## src/rtl/ahb_replay_fifo_if.sv

```systemverilog
// Bundles the write/read/replay control and status signals of ahb_replay_fifo.
// The master drives requests; the slave (the FIFO) returns data and status.
interface ahb_replay_fifo_if #(
  parameter int DATA_W = 67,
  parameter int ADDR_W = 4
);
  logic              wr_en;
  logic [DATA_W-1:0] wr_data;
  logic              rd_en;
  logic              rewind;
  logic [ADDR_W:0]   rewind_len;
  logic              rel;          // free every entry read so far
  logic [DATA_W-1:0] rd_data;
  logic              rd_valid;
  logic              empty;
  logic              full;
  logic              almost_full;
  logic [ADDR_W:0]   avail;
  logic [ADDR_W:0]   used;
  logic              ovf_err;
  logic              rew_err;

  modport master (
    output wr_en, wr_data, rd_en, rewind, rewind_len, rel,
    input  rd_data, rd_valid, empty, full, almost_full, avail, used, ovf_err, rew_err
  );

  modport slave (
    input  wr_en, wr_data, rd_en, rewind, rewind_len, rel,
    output rd_data, rd_valid, empty, full, almost_full, avail, used, ovf_err, rew_err
  );
endinterface

```

## src/rtl/ahb_replay_fifo.sv

```systemverilog
// Replay FIFO: read entries stay resident until released, so the reader can
// rewind and re-fetch them. Three wrap-bit pointers: write, read, release.
module ahb_replay_fifo #(
  parameter int DATA_W    = 67,
  parameter int ADDR_W    = 4,
  parameter int AFULL_THR = (1 << ADDR_W) - 2
) (
  input  logic              HCLK,
  input  logic              HRESETn,
  ahb_replay_fifo_if.slave  bus
);

  localparam int              DEPTH   = 1 << ADDR_W;
  localparam logic [ADDR_W:0] DEPTH_P = (ADDR_W+1)'(DEPTH);
  localparam logic [ADDR_W:0] AFULL_P = (ADDR_W+1)'(AFULL_THR);

  logic [DATA_W-1:0] mem [DEPTH];

  logic [ADDR_W:0]   wp_reg, rp_reg, cp_reg;
  logic [ADDR_W:0]   wp_next, rp_next, cp_next;
  logic [DATA_W-1:0] rd_data_reg;
  logic              rd_valid_reg, ovf_err_reg, rew_err_reg;

  logic [ADDR_W:0]   avail, used, unrel;
  logic              empty, full, wr_acc, rd_acc, rew_clamp;

  assign avail     = wp_reg - rp_reg;
  assign used      = wp_reg - cp_reg;
  assign unrel     = rp_reg - cp_reg;
  assign empty     = (avail == '0);
  assign full      = (used == DEPTH_P);
  assign wr_acc    = bus.wr_en & ~full;
  assign rd_acc    = bus.rd_en & ~empty & ~bus.rewind;
  assign rew_clamp = (bus.rewind_len > unrel);

  always_comb begin
    wp_next = wr_acc ? wp_reg + 1'b1 : wp_reg;
    rp_next = rp_reg;
    if (bus.rewind) begin
      rp_next = rew_clamp ? cp_reg : rp_reg - bus.rewind_len;
    end else if (rd_acc) begin
      rp_next = rp_reg + 1'b1;
    end
    // Release follows this cycle's read/rewind; full was already sampled for the write.
    cp_next = bus.rel ? rp_next : cp_reg;
  end

  always_ff @(posedge HCLK) begin
    if (wr_acc) begin
      mem[wp_reg[ADDR_W-1:0]] <= bus.wr_data;
    end
  end

  always_ff @(posedge HCLK or negedge HRESETn) begin
    if (!HRESETn) begin
      wp_reg       <= '0;
      rp_reg       <= '0;
      cp_reg       <= '0;
      rd_data_reg  <= '0;
      rd_valid_reg <= 1'b0;
      ovf_err_reg  <= 1'b0;
      rew_err_reg  <= 1'b0;
    end else begin
      wp_reg       <= wp_next;
      rp_reg       <= rp_next;
      cp_reg       <= cp_next;
      if (rd_acc) begin
        rd_data_reg <= mem[rp_reg[ADDR_W-1:0]];
      end
      rd_valid_reg <= rd_acc;
      ovf_err_reg  <= bus.wr_en & full;
      rew_err_reg  <= bus.rewind & rew_clamp;
    end
  end

  assign bus.rd_data     = rd_data_reg;
  assign bus.rd_valid    = rd_valid_reg;
  assign bus.empty       = empty;
  assign bus.full        = full;
  assign bus.almost_full = (used >= AFULL_P);
  assign bus.avail       = avail;
  assign bus.used        = used;
  assign bus.ovf_err     = ovf_err_reg;
  assign bus.rew_err     = rew_err_reg;

endmodule

```

## src/flat_wrapper.sv

```systemverilog
// flat-port wrapper written by rule: the top's interface ports become plain ports
module ahb_replay_fifo_flat 
#(
  parameter int DATA_W    = 67,
  parameter int ADDR_W    = 4,
  parameter int AFULL_THR = (1 << ADDR_W) - 2
)
  (HCLK, HRESETn, bus_wr_en, bus_wr_data, bus_rd_en, bus_rewind, bus_rewind_len, bus_rel, bus_rd_data, bus_rd_valid, bus_empty, bus_full, bus_almost_full, bus_avail, bus_used, bus_ovf_err, bus_rew_err);
  ahb_replay_fifo_if #(.DATA_W(DATA_W), .ADDR_W(ADDR_W)) bus_i ();
  input  logic HCLK;
  input  logic HRESETn;
  input wire logic [$bits(bus_i.wr_en)-1:0] bus_wr_en;
  input wire logic [$bits(bus_i.wr_data)-1:0] bus_wr_data;
  input wire logic [$bits(bus_i.rd_en)-1:0] bus_rd_en;
  input wire logic [$bits(bus_i.rewind)-1:0] bus_rewind;
  input wire logic [$bits(bus_i.rewind_len)-1:0] bus_rewind_len;
  input wire logic [$bits(bus_i.rel)-1:0] bus_rel;
  output wire logic [$bits(bus_i.rd_data)-1:0] bus_rd_data;
  output wire logic [$bits(bus_i.rd_valid)-1:0] bus_rd_valid;
  output wire logic [$bits(bus_i.empty)-1:0] bus_empty;
  output wire logic [$bits(bus_i.full)-1:0] bus_full;
  output wire logic [$bits(bus_i.almost_full)-1:0] bus_almost_full;
  output wire logic [$bits(bus_i.avail)-1:0] bus_avail;
  output wire logic [$bits(bus_i.used)-1:0] bus_used;
  output wire logic [$bits(bus_i.ovf_err)-1:0] bus_ovf_err;
  output wire logic [$bits(bus_i.rew_err)-1:0] bus_rew_err;
  assign bus_i.wr_en = bus_wr_en;
  assign bus_i.wr_data = bus_wr_data;
  assign bus_i.rd_en = bus_rd_en;
  assign bus_i.rewind = bus_rewind;
  assign bus_i.rewind_len = bus_rewind_len;
  assign bus_i.rel = bus_rel;
  assign bus_rd_data = bus_i.rd_data;
  assign bus_rd_valid = bus_i.rd_valid;
  assign bus_empty = bus_i.empty;
  assign bus_full = bus_i.full;
  assign bus_almost_full = bus_i.almost_full;
  assign bus_avail = bus_i.avail;
  assign bus_used = bus_i.used;
  assign bus_ovf_err = bus_i.ovf_err;
  assign bus_rew_err = bus_i.rew_err;
  ahb_replay_fifo #(.DATA_W(DATA_W), .ADDR_W(ADDR_W), .AFULL_THR(AFULL_THR)) u_core (.HCLK(HCLK), .HRESETn(HRESETn), .bus(bus_i));
endmodule
```

## config.mk

```make
export PLATFORM = sky130hd
export DESIGN_NAME = ahb_replay_fifo_flat
export DESIGN_NICKNAME = d
export VERILOG_FILES = /design/src/rtl/ahb_replay_fifo_if.sv /design/src/rtl/ahb_replay_fifo.sv /design/src/flat_wrapper.sv
export SDC_FILE = /design/constraint.sdc
export NUM_CORES = 1
export LEC_CHECK = 0
export CAP_MARGIN = 20
export CORE_ASPECT_RATIO = 1.4
export CORE_UTILIZATION = 45
export CTS_CLUSTER_DIAMETER = 30
export CTS_CLUSTER_SIZE = 30
export DETAILED_ROUTE_END_ITERATION = 12
export PLACE_DENSITY = 0.73
export SLEW_MARGIN = 0
export SYNTH_ARGS = -nofsm -noshare
export SYNTH_HDL_FRONTEND = slang
export SYNTH_SLANG_ARGS = --single-unit
```

## constraint.sdc

```tcl
create_clock -name HCLK -period 10.3 [get_ports HCLK]
set_clock_uncertainty 0.15 [all_clocks]
set_input_delay 2.575 -clock HCLK [delete_from_list [all_inputs] [get_ports HCLK]]
set_output_delay 2.575 -clock HCLK [all_outputs]
set_load 0.1 [all_outputs]
```

==> summary.txt <==
Outcome = completed
Worst hold path depth = 1
Switch share = 35.4%
Num CTS Buffers = 138
Worst vdd ir = 0.814 mV
Root buf cell = clkbuf_16
I/O Buffers = 160
Post-Place Cell Area = 47600 sq um
Final #Nets = 2190
Critical path, cell by cell = inv_1, fa_1, xor2_1, nor3_1, and3_1, clkdlybuf4s50_1
# setup viols final = 0
Largest net degree at the start of global routing = 163
Worst path bufs/invs = 2
Global Route Usage Sum = 19.9%
Vias in the first global route = 21700
Synth Area per Inst = 24.3 sq um
Layout fillers = 7152
Vias = 20300
DIE AREA = 100000 sq um
Family with the most delay on the worst path = buffers and inverters
Syn Nets = 1943
Crit. End Element = primary output
Initial antenna violation count = 10
Critical path depth = 6
Clk pwr share = 29.2%
Max Transition Viols Final = 0
CP startpoint = u_core.rp_reg[1]$_DFF_PN0_
GPL Wtd Cong = 0.787
Worst r2r path cells = 11
Mapped Cells = 1835
Crit path DAT = 4.54 ns
Slew @ Worst Pin = 1.17 ns
Chip height = 374 um
Reg2reg start = u_core.wp_reg[0]$_DFFE_PN0P_
Count of final hold-check violations = 0
Max Freq = 138 MHz
Sequential area share after synthesis = 77.1%
Final setup TNS = 0 ns
Flop pwr share = 35.5%
Ys async rst share = 7.35%
Leakage Power = 0.0170 uW
First-pass DRT Iterations = 5
Later-pin clock latency in the skew report = 0.75 ns
Worst-path clk slew = 0.05 ns
Commonest non-fill, non-tap cells in the layout = 1072 x edfxtp_1, 335 x mux4_2, 159 x clkdlybuf4s50_1
Dpl cells = 3250
Period Utilization, post-route = 70.6%
Sw Pwr = 6140 uW
Maximum clock path buffer count = 3
Clk sinks = 1157
Number of I/O pins = 161
WP data required = 7.58 ns
Core area = 98200 sq um
EDFF count, synth = 1072
Via density = 5.78
Min cycle time layout = 7.27 ns
Comb pwr share = 35.3%
# Post-CTS Setup Buffers = 0
Starting Density = 45.3%
ANT nets after route = 0
Hold Path Origin = u_core.bus.rd_data[64]$_DFFE_PN0P_
Layout Cells excl Fill = 3510
Dpl ws = 3.80 ns
Startpoint types = flip-flop
Worst path slowest cell = clkdlybuf4s50_1
Synth-to-layout area growth = 18.0%
# hold bufs at CTS = 0
Max_cap viols = 0
Critical path's largest stage delay = 1.14 ns
Worst hold margin = 0.341 ns
Drt first-iter violations = 2019
Max FFs per register = 1072
Design area = 52500 sq um
Yosys cell types = 42
P per Cell Area = 330 nW/um^2
Area of the multi-input gates = 9660 sq um
Worst min-delay path class = flip-flop to flip-flop
CTS tree = built
Final setup margin = 3.03 ns
Mapped cell area = 44500 sq um
WL final = 97400 um
Most used DFF post-synth = edfxtp_1
Share of cells above drive strength 1 = 31.3%
Die X = 268 um
Cts repair resizes = 0
Detailed placer's ending HPWL = 50500 um
H-tree depth reported by CTS = 4
Cell internal pwr = 11200 uW
Grt ovf = 0
Row cnt = 136
#FFs+latches synth = 1157
Maximum net fanout on the critical path = 56
Commonest non-fill, non-tap cell in the layout = edfxtp_1
Unrepaired setup endpoints after global routing = false
Relative slew margins = 22.2%
Storage cell area = 34300 sq um
Drt wl/cell = 27.7 um
YS warnings = 0
Setup CP Type = flip-flop to primary output
DRC Markers = 0
First-pass GRT wire length = 143000 um
worst paths after layout:
check	to	slack [ns]
setup / recovery	bus_empty	3.03
hold reg to reg	u_core.bus.rd_data[64]$_DFFE_PN0P_	0.34
max in group asynchronous	u_core.rp_reg[3]$_DFF_PN0_	7.03
setup reg to reg	u_core.mem[14][59]$_DFFE_PP_	5.51
hold / removal	u_core.bus.rd_data[64]$_DFFE_PN0P_	0.34
min in group asynchronous	u_core.bus.rd_data[47]$_DFFE_PN0P_	1.71
per-layer routing:
metal  routed length, um  track usage (%)  vias up  share of wire [%]
li1                    -                -     8322                  -
met2               51800             34.3      858                 53
met1               37000             24.6    10900                 38
met4                2550             6.96        8                2.6
met5                  58                0        -              0.060
met3                5950             4.32      185                6.1
metrics by stage:
| stage | total power, uW | util (%) |
|---|---|---|
| 2_1_floorplan | 10800 | - |
| 3_3_place_gp | 12200 | 48.5 |
| 3_5_place_dp | 12400 | 48.5 |
| 4_1_cts | 17400 | 53.4 |
| 5_1_grt | 17900 | 53.5 |
| 6_report | 17300 | 53.5 |
final cells by class:
type | count | area share (%)
Clock buffer | 156 | 6.86
Sequential cell | 1157 | 65.4
Timing Repair Buffer | 195 | 3.71
Multi-Input combinational cell | 561 | 18.4
Tap cell | 1311 | 3.12
Clock inverter | 100 | 2.35
Inverter | 29 | 0.217
Antenna cell | 1 | 0.00476
cell families (layout without fill, tap and decap cells):
logic type,Yosys count,count (layout),synth area share [%]
flip-flops,1157,1157,77.1
multiplexers,414,414,18.9
buffers and inverters,117,480,1.46
AND/OR/NAND/NOR,59,59,0.638
AO/OA/AOI/OAI,35,35,0.523
adder cells (fa/ha/maj),30,30,0.911
XOR/XNOR,23,23,0.453
other,0,1,0
cell usage after synthesis (all sizes together), types with 3 or more instances:
library cell     n  area, sq um
nand2b           4         25.0
inv             29          109
edfxtp        1072        32200
nor3             9         45.0
a21oi           11         58.8
mux2            68          766
mux4           335         7540
mux2i           11          110
xor2             9         78.8
nor2b            4         25.0
fa               4         80.1
a21o             5         37.5
and3             3         18.8
dfrtp           85         2130
o21ai            5         25.0
ha              26          325
nor2            17         63.8
nand3            5         25.0
buf             45          379
xnor2           14          123
clkbuf          43          161
nand2           12         45.0
a31oi            5         37.5
power groups by stage:
stage / clock [uW] / sequential (uW) / combinational (uW)
floorplan: 0 / 7080 / 3710
CTS: 5130 / 6150 / 6170
global placement: 0 / 6190 / 6040
finish: 5060 / 6140 / 6110
detailed placement: 0 / 6230 / 6120
global route: 5310 / 6200 / 6430
Note: power is estimated with default switching activity, not from simulation.
